## config.mk

```make
export PLATFORM = sky130hd
export DESIGN_NAME = dcache_port_arbiter
export DESIGN_NICKNAME = d
export VERILOG_FILES = /design/src/rtl/ariane_pkg.sv /design/src/rtl/arb_id_fifo.sv /design/src/rtl/dcache_port_arbiter.sv
export SDC_FILE = /design/constraint.sdc
export NUM_CORES = 1
export LEC_CHECK = 0
export ABC_AREA = 1
export CORE_AREA = 2 2 321 323
export CTS_CLUSTER_SIZE = 28
export DETAILED_ROUTE_END_ITERATION = 8
export DIE_AREA = 0 0 323 325
export PLACE_DENSITY = 0.31
export SYNTH_ARGS = -nofsm -noshare
export SYNTH_HDL_FRONTEND = slang
export SYNTH_SLANG_ARGS = --single-unit
```

## constraint.sdc

```tcl
create_clock -name clk_i -period 3.5 [get_ports clk_i]
set_input_delay 0.7 -clock clk_i [delete_from_list [all_inputs] [get_ports clk_i]]
set_output_delay 0.7 -clock clk_i [all_outputs]
set_load 0.05 [all_outputs]
```

## src/rtl/ariane_pkg.sv

```systemverilog
// Shared LSU/D$ request types plus the port map used by dcache_port_arbiter.
package ariane_pkg;

    localparam int unsigned DCACHE_INDEX_WIDTH = 12;
    localparam int unsigned DCACHE_TAG_WIDTH   = 44;

    typedef enum logic [3:0] {
        AMO_NONE = 4'b0000,
        AMO_LR, AMO_SC, AMO_SWAP, AMO_ADD, AMO_AND, AMO_OR, AMO_XOR,
        AMO_MAX, AMO_MAXU, AMO_MIN, AMO_MINU, AMO_CAS1, AMO_CAS2
    } amo_t;

    typedef struct packed {
        logic [DCACHE_INDEX_WIDTH-1:0] address_index;
        logic [DCACHE_TAG_WIDTH-1:0]   address_tag;
        logic [63:0]                   data_wdata;
        logic                          data_req;
        logic                          data_we;
        logic [7:0]                    data_be;
        logic [1:0]                    data_size;
        amo_t                          amo_op;
        logic                          kill_req;
        logic                          tag_valid;
    } dcache_req_i_t;

    typedef struct packed {
        logic        data_gnt;
        logic        data_rvalid;
        logic [63:0] data_rdata;
    } dcache_req_o_t;

    // Requesters sharing one D$ port, in default round-robin order.
    localparam int unsigned DCACHE_ARB_PORTS = 3;
    localparam int unsigned PTW_PORT         = 0;
    localparam int unsigned LOAD_PORT        = 1;
    localparam int unsigned STORE_PORT       = 2;

endpackage

```

## src/rtl/arb_id_fifo.sv

```systemverilog
// In-order FIFO of requester ids for reads awaiting data_rvalid.
// DEPTH must be a power of two (>= 2) so the pointers wrap naturally.
// A push is accepted when full only if a pop happens in the same cycle.
module arb_id_fifo #(
    parameter int unsigned DEPTH = 2,
    parameter int unsigned WIDTH = 2
) (
    input  logic             clk_i,
    input  logic             rst_i,
    input  logic             push_i,
    input  logic [WIDTH-1:0] data_i,
    input  logic             pop_i,
    output logic [WIDTH-1:0] head_o,
    output logic             full_o,
    output logic             empty_o
);
    localparam int unsigned PW       = (DEPTH > 1) ? $clog2(DEPTH) : 1;
    localparam logic [PW:0] FULL_CNT = (PW+1)'(DEPTH);

    logic [WIDTH-1:0] mem_q [DEPTH];
    logic [WIDTH-1:0] mem_d [DEPTH];
    logic [PW-1:0]    rd_ptr_q, rd_ptr_d, wr_ptr_q, wr_ptr_d;
    logic [PW:0]      cnt_q, cnt_d;
    logic             do_push, do_pop;

    assign empty_o = (cnt_q == '0);
    assign full_o  = (cnt_q == FULL_CNT);
    assign head_o  = mem_q[rd_ptr_q];

    // Next-state for storage, pointers and occupancy.
    always_comb begin
        do_pop   = pop_i & ~empty_o;
        do_push  = push_i & (~full_o | do_pop);
        mem_d    = mem_q;
        rd_ptr_d = rd_ptr_q;
        wr_ptr_d = wr_ptr_q;
        cnt_d    = cnt_q;
        if (do_push) begin
            mem_d[wr_ptr_q] = data_i;
            wr_ptr_d        = wr_ptr_q + PW'(1);
        end
        if (do_pop) begin
            rd_ptr_d = rd_ptr_q + PW'(1);
        end
        case ({do_push, do_pop})
            2'b10:   cnt_d = cnt_q + (PW+1)'(1);
            2'b01:   cnt_d = cnt_q - (PW+1)'(1);
            default: cnt_d = cnt_q;
        endcase
    end

    // State registers, cleared asynchronously.
    always_ff @(posedge clk_i or posedge rst_i) begin
        if (rst_i) begin
            for (int unsigned i = 0; i < DEPTH; i++) mem_q[i] <= '0;
            rd_ptr_q <= '0;
            wr_ptr_q <= '0;
            cnt_q    <= '0;
        end else begin
            mem_q    <= mem_d;
            rd_ptr_q <= rd_ptr_d;
            wr_ptr_q <= wr_ptr_d;
            cnt_q    <= cnt_d;
        end
    end

endmodule

```

## src/rtl/dcache_port_arbiter.sv

```systemverilog
// Shares one D$ request port among NR_PORTS requesters (PTW, load, store).
// Round-robin by default; define DCACHE_ARB_FIXED_PRIO_EN for fixed
// priority (lowest index wins). Read responses are routed back in order
// through an id FIFO.
module dcache_port_arbiter
    import ariane_pkg::*;
#(
    parameter int unsigned NR_PORTS        = DCACHE_ARB_PORTS,
    parameter int unsigned MAX_OUTSTANDING = 2
) (
    input  logic          clk_i,
    input  logic          rst_i,
    input  dcache_req_i_t req_ports_i [NR_PORTS],
    output dcache_req_o_t req_ports_o [NR_PORTS],
    output dcache_req_i_t dcache_req_o,
    input  dcache_req_o_t dcache_req_i
);
    localparam int unsigned IDW = (NR_PORTS > 1) ? $clog2(NR_PORTS) : 1;
    typedef logic [IDW-1:0] port_id_t;

    logic                lock_q, lock_d;
    port_id_t            lock_id_q, lock_id_d;
    logic                tag_own_valid_q, tag_own_valid_d;
    port_id_t            tag_own_q, tag_own_d;
`ifndef DCACHE_ARB_FIXED_PRIO_EN
    port_id_t            rr_q, rr_d;
    int unsigned         cand;
`endif
    logic [NR_PORTS-1:0] eligible;
    logic                sel_valid, handshake;
    port_id_t            sel_id;
    logic                fifo_push, fifo_pop, fifo_full, fifo_empty;
    port_id_t            fifo_head;

    assign fifo_pop  = dcache_req_i.data_rvalid & ~fifo_empty;
    assign handshake = sel_valid & dcache_req_i.data_gnt;
    assign fifo_push = handshake & ~req_ports_i[sel_id].data_we;

    arb_id_fifo #(
        .DEPTH (MAX_OUTSTANDING),
        .WIDTH (IDW)
    ) i_id_fifo (
        .clk_i   (clk_i),
        .rst_i   (rst_i),
        .push_i  (fifo_push),
        .data_i  (sel_id),
        .pop_i   (fifo_pop),
        .head_o  (fifo_head),
        .full_o  (fifo_full),
        .empty_o (fifo_empty)
    );

    // Reads are held back while the FIFO is full unless a slot frees this cycle.
    always_comb begin
        eligible = '0;
        for (int unsigned i = 0; i < NR_PORTS; i++) begin
            eligible[i] = req_ports_i[i].data_req
                        & (req_ports_i[i].data_we | ~fifo_full | fifo_pop);
        end
    end

    // Winner selection: a locked port keeps the bus until granted.
    always_comb begin
        sel_valid = 1'b0;
        sel_id    = '0;
`ifndef DCACHE_ARB_FIXED_PRIO_EN
        cand      = 0;
`endif
        if (lock_q) begin
            sel_id    = lock_id_q;
            sel_valid = req_ports_i[lock_id_q].data_req;
        end else begin
`ifdef DCACHE_ARB_FIXED_PRIO_EN
            for (int unsigned i = 0; i < NR_PORTS; i++) begin
                if (eligible[i] && !sel_valid) begin
                    sel_valid = 1'b1;
                    sel_id    = port_id_t'(i);
                end
            end
`else
            for (int unsigned k = 0; k < NR_PORTS; k++) begin
                cand = (32'(rr_q) + k) % NR_PORTS;
                if (eligible[cand] && !sel_valid) begin
                    sel_valid = 1'b1;
                    sel_id    = port_id_t'(cand);
                end
            end
`endif
        end
        // Nothing is presented to the cache while reset is held.
        sel_valid = sel_valid & ~rst_i;
    end

    // Request mux; tag phase follows the previous cycle's read winner if any.
    always_comb begin
        dcache_req_o = '0;
        if (sel_valid) begin
            dcache_req_o          = req_ports_i[sel_id];
            dcache_req_o.data_req = 1'b1;
        end
        if (tag_own_valid_q) begin
            dcache_req_o.address_tag = req_ports_i[tag_own_q].address_tag;
            dcache_req_o.tag_valid   = req_ports_i[tag_own_q].tag_valid;
            dcache_req_o.kill_req    = req_ports_i[tag_own_q].kill_req;
        end
    end

    // Grant to the winner only; rvalid to the FIFO head only; rdata broadcast.
    always_comb begin
        for (int unsigned i = 0; i < NR_PORTS; i++) begin
            req_ports_o[i].data_gnt    = handshake & (sel_id == port_id_t'(i));
            req_ports_o[i].data_rvalid = fifo_pop & (fifo_head == port_id_t'(i));
            req_ports_o[i].data_rdata  = rst_i ? '0 : dcache_req_i.data_rdata;
        end
    end

    // Next-state for lock, tag-phase owner and round-robin pointer.
    always_comb begin
        lock_d          = sel_valid & ~dcache_req_i.data_gnt;
        lock_id_d       = sel_id;
        tag_own_valid_d = fifo_push;
        tag_own_d       = sel_id;
`ifndef DCACHE_ARB_FIXED_PRIO_EN
        rr_d = rr_q;
        if (handshake) begin
            rr_d = (sel_id == port_id_t'(NR_PORTS-1)) ? '0 : sel_id + port_id_t'(1);
        end
`endif
    end

    // Arbiter state registers, cleared asynchronously.
    always_ff @(posedge clk_i or posedge rst_i) begin
        if (rst_i) begin
            lock_q          <= 1'b0;
            lock_id_q       <= '0;
            tag_own_valid_q <= 1'b0;
            tag_own_q       <= '0;
`ifndef DCACHE_ARB_FIXED_PRIO_EN
            rr_q            <= '0;
`endif
        end else begin
            lock_q          <= lock_d;
            lock_id_q       <= lock_id_d;
            tag_own_valid_q <= tag_own_valid_d;
            tag_own_q       <= tag_own_d;
`ifndef DCACHE_ARB_FIXED_PRIO_EN
            rr_q            <= rr_d;
`endif
        end
    end

`ifndef SYNTHESIS
    // A response with no outstanding read has no owner and is dropped.
    always @(posedge clk_i) begin
        if (!rst_i) begin
            assert (!(dcache_req_i.data_rvalid && fifo_empty))
            else $warning("dcache_port_arbiter: data_rvalid with no outstanding read, response dropped");
        end
    end
`endif

endmodule

```

==> out/results.md, run 1 <==
### Run status
• **run status** finished, violations left
• **violations in the final reports** setup timing

### Placement
• **DP Wirelength** 52.86 mm
• **# placed instances** 3430
• **final weighted congestion of routability-driven global placement** 0.8586
• **input/output buffers** 817

### Pwr
• **power per cell area** 1156 mW/mm2
• **Leak Pwr** 8.082 nW
• **worst ir drop on vdd** 0.0005362 V

### Setup path
• **library cell contributing the largest single delay on the critical path** sky130_fd_sc_hd__dfrtp_1
• **most used cell along the critical path** sky130_fd_sc_hd__buf_12
• **worst path cell trace** buf_6, ha_4, inv_6, nand4_1, buf_4, a31oi_4, nand3_2, nand2_4, inv_6, nor2_4, buf_8, buf_12, buf_12, nand2_4, a31oi_4, buf_6, buf_12
• **Max Fanout on Critical Path** 8
• **kind of critical path** reg -> out
• **delay of the slowest cell on the worst path** 0.39 ns
• **Critical Path End Type** output pin
• **critical path data arrival time** 2.92 ns
• **startpoint type of the worst setup path** register
• **Data required, critical path** 2.80 ns

### Min path
• **Hold WC Path Type** reg -> reg

### Drt
• **number of vias per cell** 3.431
• **WL met1** 28.07 mm
• **count of vias placed by the detailed router** 11980
• **remaining routing DRC violations** 0
• **residual antenna-violating net count after detailed routing** 0
• **highest layer used for signal routing** met5
• **detailed router's first-iteration violation count** 469
• **Pre-antenna DRT Iters** 4
• **routed wl met3** 4.648 mm
• **wire length on met2** 35.19 mm
• **wire length per cell after detailed routing** 19.69 um
• **routed wire length** 68.74 mm

### STA
• **actual slew at the worst max-slew pin** 0.6934 ns
• **total of endpoints with negative setup slack in the final report** 98
• **post-route setup TNS** -4.894 ns
• **min setup slack post-route** -0.1191 ns
• **remaining max-slew budget at the tightest pin** 53.77%
• **final critical path time including I/O delays and setup** 3.619 ns
• **final number of max-transition violations** 0
• **hold violation count in the final report** 0
• **maximum clock frequency** 276.3 MHz
• **worst-case clock skew** 0.002145 ns
• **final worst path period share** 103.4%
• **unrepaired setup endpoints after global routing** true

### GRT
• **number of antenna violations at the first check in global routing** 14
• **vias in the first global route** 11930
• **total overflow reported by the global router** 0
• **maximum number of pins on one net before global-route repair** 52
• **Overall Global Routing Usage** 11.90%
• **wire length of the first global-routing pass** 91.51 mm

### Layout
• **fill cell total of the finished layout** 11380
• **nets@finish** 2606
• **fraction of final layout cells with drive strength greater than 1** 33.40%
• **area added between synthesis and finish** 214.1%
• **number of cells in the finished layout apart from fillers** 3491

### Flow run
• **max-cap violation count** 0

### Synth
• **Mapped Avg Cell Area** 4.830 um2
• **number of standard cells after synthesis** 1365
• **distinct cell type count of the synthesized netlist** 30
• **Synth Area in Simple Gates** 49.90%
• **fraction of synthesized cell area in xor and xnor cells** 0.5314%
• **portion of the post-synthesis area used by sequential elements** 5.314%
• **arithmetic-cell share of the synthesized area counting full adders, half adders and majority gates** 0.5694%
• **Mapped Nets** 1850
• **post-synthesis compound-gate area fraction** 17.25%
• **number of synthesis warnings** 0
• **Yosys reg bits** 14
• **mux share of post-synthesis cell area** 0%
• **dominant combinational cell family by area after synthesis** simple AND/OR/NAND/NOR gates
• **synthesized area** 0.006593 mm2

### Floorplanning
• **die outline area** 0.1050 mm2
• **height of the chip** 325 um
• **total core area** 0.1013 mm2
• **starting density of the core** 6.508%
• **I/O pin cnt** 818
• **die outline width** 323 um
• **# rows** 117

### Clocking
• **CTS buffer count** 3
• **worst-skew pair later-pin latency** 0.24 ns
• **Clock Tree Buf Depth** 2
• **hold_buf cts** 0
• **clock edge transition at the registers on the reported setup and hold paths** 0.04 ns
• **Max H-tree Level** 1
• **cell at the root of the clock tree** sky130_fd_sc_hd__clkbuf_16
• **clock tree from TritonCTS** built
• **clock sinks** 14

==> routing by layer <==
layer  global-route usage [%]  up-vias
li1                         -     5711
met1                    14.44     5781
met2                    21.45      437
met3                    2.926       34
met4                    1.587       14
met5                        0        -
==> placed cells by master, fill, tap and decap left out, types with 4 or more instances in the layout <==
cell type and instances:
sky130_fd_sc_hd__clkbuf_16 11, sky130_fd_sc_hd__o21ai_0 95, sky130_fd_sc_hd__inv_2 9, sky130_fd_sc_hd__inv_1 80
sky130_fd_sc_hd__nand2_4 58, sky130_fd_sc_hd__dfrtp_1 11, sky130_fd_sc_hd__clkdlybuf4s50_1 583, sky130_fd_sc_hd__nand3_1 43
sky130_fd_sc_hd__nand3_2 29, sky130_fd_sc_hd__nor2_4 8, sky130_fd_sc_hd__nand4_1 5, sky130_fd_sc_hd__clkdlybuf4s15_2 4
sky130_fd_sc_hd__buf_6 26, sky130_fd_sc_hd__nand2_1 459, sky130_fd_sc_hd__nor2_1 118, sky130_fd_sc_hd__a31oi_4 86
sky130_fd_sc_hd__buf_16 9, sky130_fd_sc_hd__nand2_2 105, sky130_fd_sc_hd__a31oi_2 5, sky130_fd_sc_hd__o21bai_1 6
sky130_fd_sc_hd__inv_4 4, sky130_fd_sc_hd__buf_8 8, sky130_fd_sc_hd__buf_4 151, sky130_fd_sc_hd__buf_12 176
==> cell usage after synthesis, drive strengths merged <==
cell	n	area, um2
nand4	5	31.28
o21ai	95	475.5
nor3	2	10.01
clkbuf	38	142.6
xnor2	1	8.760
o211ai	1	7.510
nand3	75	380.4
o21bai	6	45.04
o311ai	1	8.760
xor2	3	26.28
a31oi	91	569.3
ha	3	37.54
nor2	128	511.7
nand2	622	2350
buf	179	1244
a21oi	4	23.77
o21a	1	7.510
or2	1	6.260
inv	95	356.6
dfrtp	14	350.3
==> cell families after synthesis <==
group	Yosys count
AO/OA/AOI/OAI	199
XOR/XNOR	4
adder cells (fa/ha/maj)	3
buffers and inverters	312
flip-flops	14
AND/OR/NAND/NOR	833
==> sequential cells by signal (all words and copies together) (netlist names) <==
signal              count
i_id_fifo.mem_q         4
i_id_fifo.cnt_q         2
i_id_fifo.wr_ptr_q      1
tag_own_q               2
i_id_fifo.rd_ptr_q      1
rr_q                    2
lock_q                  1
tag_own_valid_q         1
==> stage by stage <==
step	total power, mW	utilization, %	worst slack, ns	area [um2]	hold WS (ns)
detailed placement	19.02	17.74	-0.6600	17970	0.5217
global placement	19.07	17.74	-0.6936	17970	0.5135
global route	25.25	20.44	-0.2317	20700	0.5773
CTS	22.71	19.44	-0.06179	19700	0.5288
finish	23.93	20.44	-0.1191	20710	0.5278
floorplan	9.553	-	0.01853	7161	0.4927
==> path summary, 6_finish.rpt <==
kind                                           startpoint                              to  slack [ns]  depth (start not counted)
min in group asynchronous                           rst_i  i_id_fifo.mem_q[1]$_DFFE_PP0P_        0.70                          3
hold / removal             i_id_fifo.rd_ptr_q$_DFFE_PP0P_  i_id_fifo.rd_ptr_q$_DFFE_PP0P_        0.53                          1
hold reg to reg            i_id_fifo.rd_ptr_q$_DFFE_PP0P_  i_id_fifo.rd_ptr_q$_DFFE_PP0P_        0.53                          1
max in group asynchronous                           rst_i  i_id_fifo.cnt_q[0]$_DFFE_PP0P_        2.61                          3
setup reg to reg                      rr_q[1]$_DFFE_PP0P_  i_id_fifo.cnt_q[1]$_DFFE_PP0P_        0.57                         19
setup / recovery                      rr_q[0]$_DFFE_PP0P_                dcache_req_o[52]       -0.12                         17
==> what timing repair did <==
item / in CTS / in global routing
endpoints found under the hold margin: 0 / 0
gates cloned: 11 / 9
resized for setup: 241 / 210
setup buffers: 32 / 10
setup endpoints to repair: 140 / 139
pin swaps: 78 / 84
==> power by group <==
part | internal, mW | switching (mW)
Sequential | 0.238 | 0.0995
Combinational | 10.3 | 13.1
Clock | 0.154 | 0.0645
Total | 10.7 | 13.3
==> cell type report <==
cell class | instances | area [um2] | share of cell area [%]
Multi-Input combinational cell | 1039 | 6764 | 32.67
Clock buffer | 4 | 78.83 | 0.3807
Timing Repair Buffer | 968 | 11410 | 55.12
Inverter | 95 | 376.6 | 1.819
Antenna cell | 3 | 7.507 | 0.03626
Tap cell | 1368 | 1712 | 8.266
Sequential cell | 14 | 354.1 | 1.710
==> worst max-delay path: cells and delay by family, from the launching register on <==
kind                       cells  cell delay [ns]
and+or+nand+nor                5             0.53
buffers and inverters          9             1.20
adders and majority gates      1             0.18
AOI/OAI and AO/OA              2             0.34
DFF                            1             0.39
(Power assumes the default switching activity.)
==> inputs of run 2 (changes only) <==
--- a/config.mk
+++ b/config.mk
@@ -6,10 +6,10 @@
 export NUM_CORES = 1
 export LEC_CHECK = 0
 export ABC_AREA = 1
-export CORE_AREA = 2 2 321 323
+export CORE_AREA = 2 2 319 321
 export CTS_CLUSTER_SIZE = 28
 export DETAILED_ROUTE_END_ITERATION = 8
-export DIE_AREA = 0 0 323 325
+export DIE_AREA = 0 0 321 323
 export PLACE_DENSITY = 0.31
 export SYNTH_ARGS = -nofsm -noshare
 export SYNTH_HDL_FRONTEND = slang
==> constraint.sdc (replaced) <==
create_clock -name clk_i -period 4.6 [get_ports clk_i]
set_input_delay 0.92 -clock clk_i [delete_from_list [all_inputs] [get_ports clk_i]]
set_output_delay 0.92 -clock clk_i [all_outputs]
set_load 0.05 [all_outputs]
==> run 2 against run 1 <==
  * The run now ends clean
  * Sequential power is 29% lower
  * Largest power group unchanged
  * Hold slack got worse by 0.00087 ns
  * Clock skew fell by 0.0012 ns
  * Utilization down 2.8 points
  * Highest routed layer unchanged
  * Register-to-register slack improved by 0.82 ns
  * Via count down 4.5%
  * Flip-flop and latch count unchanged
  * Total power decreased by 40%
  * Critical endpoint is now dcache_req_o[45]
==> out/results.md, run 2 (synthesis results as in run 1) <==
### Run status
• **run status** complete, no violations

### Layout
• **fill cell total of the finished layout** 11380
• **most common library cell in the layout ignoring fill and taps** sky130_fd_sc_hd__clkdlybuf4s50_1
• **number of flip-flops under the largest register name** 4
• **area added between synthesis and finish** 170.0%
• **fraction of final layout cells with drive strength greater than 1** 13.79%
• **register ranked first by flip-flop count** i_id_fifo.mem_q
• **sequential standard cell area** 352.8 um2
• **total area of multi-input combinational cells** 0.004663 mm2
• **number of cells in the finished layout apart from fillers** 3375
• **most frequent cells in the layout** sky130_fd_sc_hd__clkdlybuf4s50_1, sky130_fd_sc_hd__nand2_1, sky130_fd_sc_hd__buf_12
• **nets@finish** 2546
• **share of the core filled with cells in the final layout** 17.67%
• **final design instance area without fill** 0.01780 mm2

### Clocking
• **Clock Tree Buf Depth** 2
• **cell at the root of the clock tree** sky130_fd_sc_hd__clkbuf_16
• **Max H-tree Level** 1
• **hold_buf cts** 0
• **clock edge transition at the registers on the reported setup and hold paths** 0.05 ns
• **clock sinks** 14
• **CTS buffer count** 3
• **worst-skew pair later-pin latency** 0.25 ns
• **clock tree from TritonCTS** built

### Drt
• **wire length per cell after detailed routing** 19.21 um
• **number of vias per cell** 3.388
• **detailed router's first-iteration violation count** 618
• **count of vias placed by the detailed router** 11440
• **routed wire length** 64.84 mm
• **residual antenna-violating net count after detailed routing** 0
• **Pre-antenna DRT Iters** 7
• **remaining routing DRC violations** 0

### Min path
• **Hold WC Path Type** reg -> reg
• **worst hold path stage count** 1
• **hold worst-path end** i_id_fifo.rd_ptr_q$_DFFE_PP0P_
• **worst min-delay path startpoint** i_id_fifo.rd_ptr_q$_DFFE_PP0P_

### STA
• **total of endpoints with negative setup slack in the final report** 0
• **hold violation count in the final report** 0
• **maximum clock frequency** 224.0 MHz
• **remaining max-slew budget at the tightest pin** 39.60%
• **worst-case clock skew** 0.0009910 ns
• **actual slew at the worst max-slew pin** 0.9060 ns
• **final critical path time including I/O delays and setup** 4.465 ns
• **final number of max-transition violations** 0
• **final worst path period share** 97.07%

### Pwr
• **Psw** 8.371 mW
• **Clock power frac** 1.3%
• **sequential share of power** 1.7%
• **power per cell area** 813.3 mW/mm2
• **post-route total power** 14.48 mW
• **Leak Pwr** 7.074 nW
• **Comb power frac** 97.1%
• **worst ir drop on vdd** 0.0003330 V
• **Switching Fraction** 57.83%
• **Internal** 6.104 mW

### Flow run
• **max-cap violation count** 0

### Placement
• **final weighted congestion of routability-driven global placement** 0.8495
• **input/output buffers** 817
• **# placed instances** 3346
• **Placement Cell Area** 0.01719 mm2
• **DP Wirelength** 51.99 mm

### Floorplanning
• **starting density of the core** 6.546%
• **die outline width** 321 um
• **die outline area** 0.1037 mm2
• **I/O pin cnt** 818
• **total core area** 0.1007 mm2
• **height of the chip** 323 um
• **# rows** 117

### GRT
• **vias in the first global route** 11200
• **total overflow reported by the global router** 0
• **maximum number of pins on one net before global-route repair** 88
• **number of antenna violations at the first check in global routing** 19
• **Overall Global Routing Usage** 11.11%
• **wire length of the first global-routing pass** 84.31 mm

### Setup path
• **Reg2Reg Launch Point** rr_q[0]$_DFFE_PP0P_
• **Data required, critical path** 3.68 ns
• **reg-to-reg slack, setup** 1.39 ns
• **Max Fanout on Critical Path** 12
• **worst reg2reg endpoint** i_id_fifo.cnt_q[1]$_DFFE_PP0P_
• **number of cells on the worst reg-to-reg path** 16
• **Critical Path End Type** output pin
• **startpoint type of the worst setup path** primary input
• **critical path data arrival time** 3.55 ns
• **kind of critical path** in -> out

run 2: cell types whose count changed in the layout (fill, tap and decap cells not counted), moves of 21 or more:
cell	before	now
sky130_fd_sc_hd__a31oi_1	0	74
sky130_fd_sc_hd__a31oi_4	86	0
sky130_fd_sc_hd__buf_4	151	62
sky130_fd_sc_hd__buf_6	26	5
sky130_fd_sc_hd__clkdlybuf4s50_1	583	669
sky130_fd_sc_hd__nand2_1	459	617
sky130_fd_sc_hd__nand2_2	105	4
sky130_fd_sc_hd__nand2_4	58	1
sky130_fd_sc_hd__nand3_1	43	69
sky130_fd_sc_hd__nand3_2	29	5
run 2: stage by stage:
stage	worst slack, ns	TNS (ns)	hold slack [ns]
after global routing	-0.01990	-0.08124	0.5665
after global placement	-0.06615	-0.1497	0.5210
after detailed placement	-0.007660	-0.01179	0.5179
final	0.1348	0	0.5269
after floorplan	0.5487	0	0.4927
after CTS	0.0008900	0	0.5289
run 2: area by class of cell:
cell class | count | area share (%)
well taps | 1309 | 9.202
diodes | 6 | 0.08436
flip-flops and latches | 14 | 1.982
clock buffers | 4 | 0.4991
repair buffers | 908 | 60.01
multi-input cells | 1039 | 26.20
inverters | 95 | 2.018
run 2: worst max-delay path, stage by stage:
cell,delay (ns)
sky130_fd_sc_hd__clkdlybuf4s50_1,0.43
sky130_fd_sc_hd__inv_1,0.10
sky130_fd_sc_hd__nand3_2,0.11
sky130_fd_sc_hd__nand3_1,0.10
sky130_fd_sc_hd__nand3_1,0.08
sky130_fd_sc_hd__nand2_1,0.18
sky130_fd_sc_hd__nand3_2,0.11
sky130_fd_sc_hd__nand2_1,0.10
sky130_fd_sc_hd__nand3_2,0.09
sky130_fd_sc_hd__nand2_4,0.12
sky130_fd_sc_hd__inv_2,0.08
sky130_fd_sc_hd__nor2_8,0.14
sky130_fd_sc_hd__buf_12,0.13
sky130_fd_sc_hd__buf_12,0.14
sky130_fd_sc_hd__buf_12,0.15
sky130_fd_sc_hd__nand2_1,0.10
sky130_fd_sc_hd__a31oi_1,0.27
sky130_fd_sc_hd__buf_12,0.18
run 2: how the worst max path moves through the flow:
stage / startpoint / endpoint / slack [ns] / cells past startpoint
after global placement: dcache_req_i[64] / dcache_req_o[18] / -0.07 / 17
after CTS: dcache_req_i[64] / dcache_req_o[42] / 0.0009 / 15
after floorplan: dcache_req_i[64] / dcache_req_o[126] / 0.55 / 15
after detailed placement: dcache_req_i[64] / dcache_req_o[37] / -0.008 / 15
after global routing: req_ports_i[292] / dcache_req_o[71] / -0.02 / 19
final: req_ports_i[292] / dcache_req_o[45] / 0.13 / 18
run 2: what timing repair did:
action / in CTS / in global routing
setup buffers: 1 / 10
gates cloned: 0 / 8
resized for setup: 6 / 28
pin swaps: 1 / 8
endpoints found under the setup margin: 7 / 136
hold endpoints to repair: 0 / 0
run 2: power by group through the flow:
| stage | sequential, mW | clock (mW) | combinational (mW) |
|---|---|---|---|
| 6_report | 0.240 | 0.185 | 14.1 |
| 5_1_grt | 0.252 | 0.196 | 14.9 |
| 3_3_place_gp | 0.245 | 0 | 13.3 |
| 2_1_floorplan | 0.213 | 0 | 6.62 |
| 3_5_place_dp | 0.243 | 0 | 13.3 |
| 4_1_cts | 0.242 | 0.189 | 13.4 |
run 2: layer usage:
metal	share of wire [%]	track usage [%]
met1	43	14.17
met2	49	19.03
met3	6.7	3.124
met4	0.78	1.308
met5	0.22	0
==> inputs of run 3 (changes only) <==
--- a/config.mk
+++ b/config.mk
@@ -11,6 +11,7 @@
 export DETAILED_ROUTE_END_ITERATION = 8
 export DIE_AREA = 0 0 321 323
 export PLACE_DENSITY = 0.31
+export SLEW_MARGIN = 5
 export SYNTH_ARGS = -nofsm -noshare
 export SYNTH_HDL_FRONTEND = slang
 export SYNTH_SLANG_ARGS = --single-unit
==> results of run 3 <==
The final DEF is identical to that of run 2; final timing and power are the same.
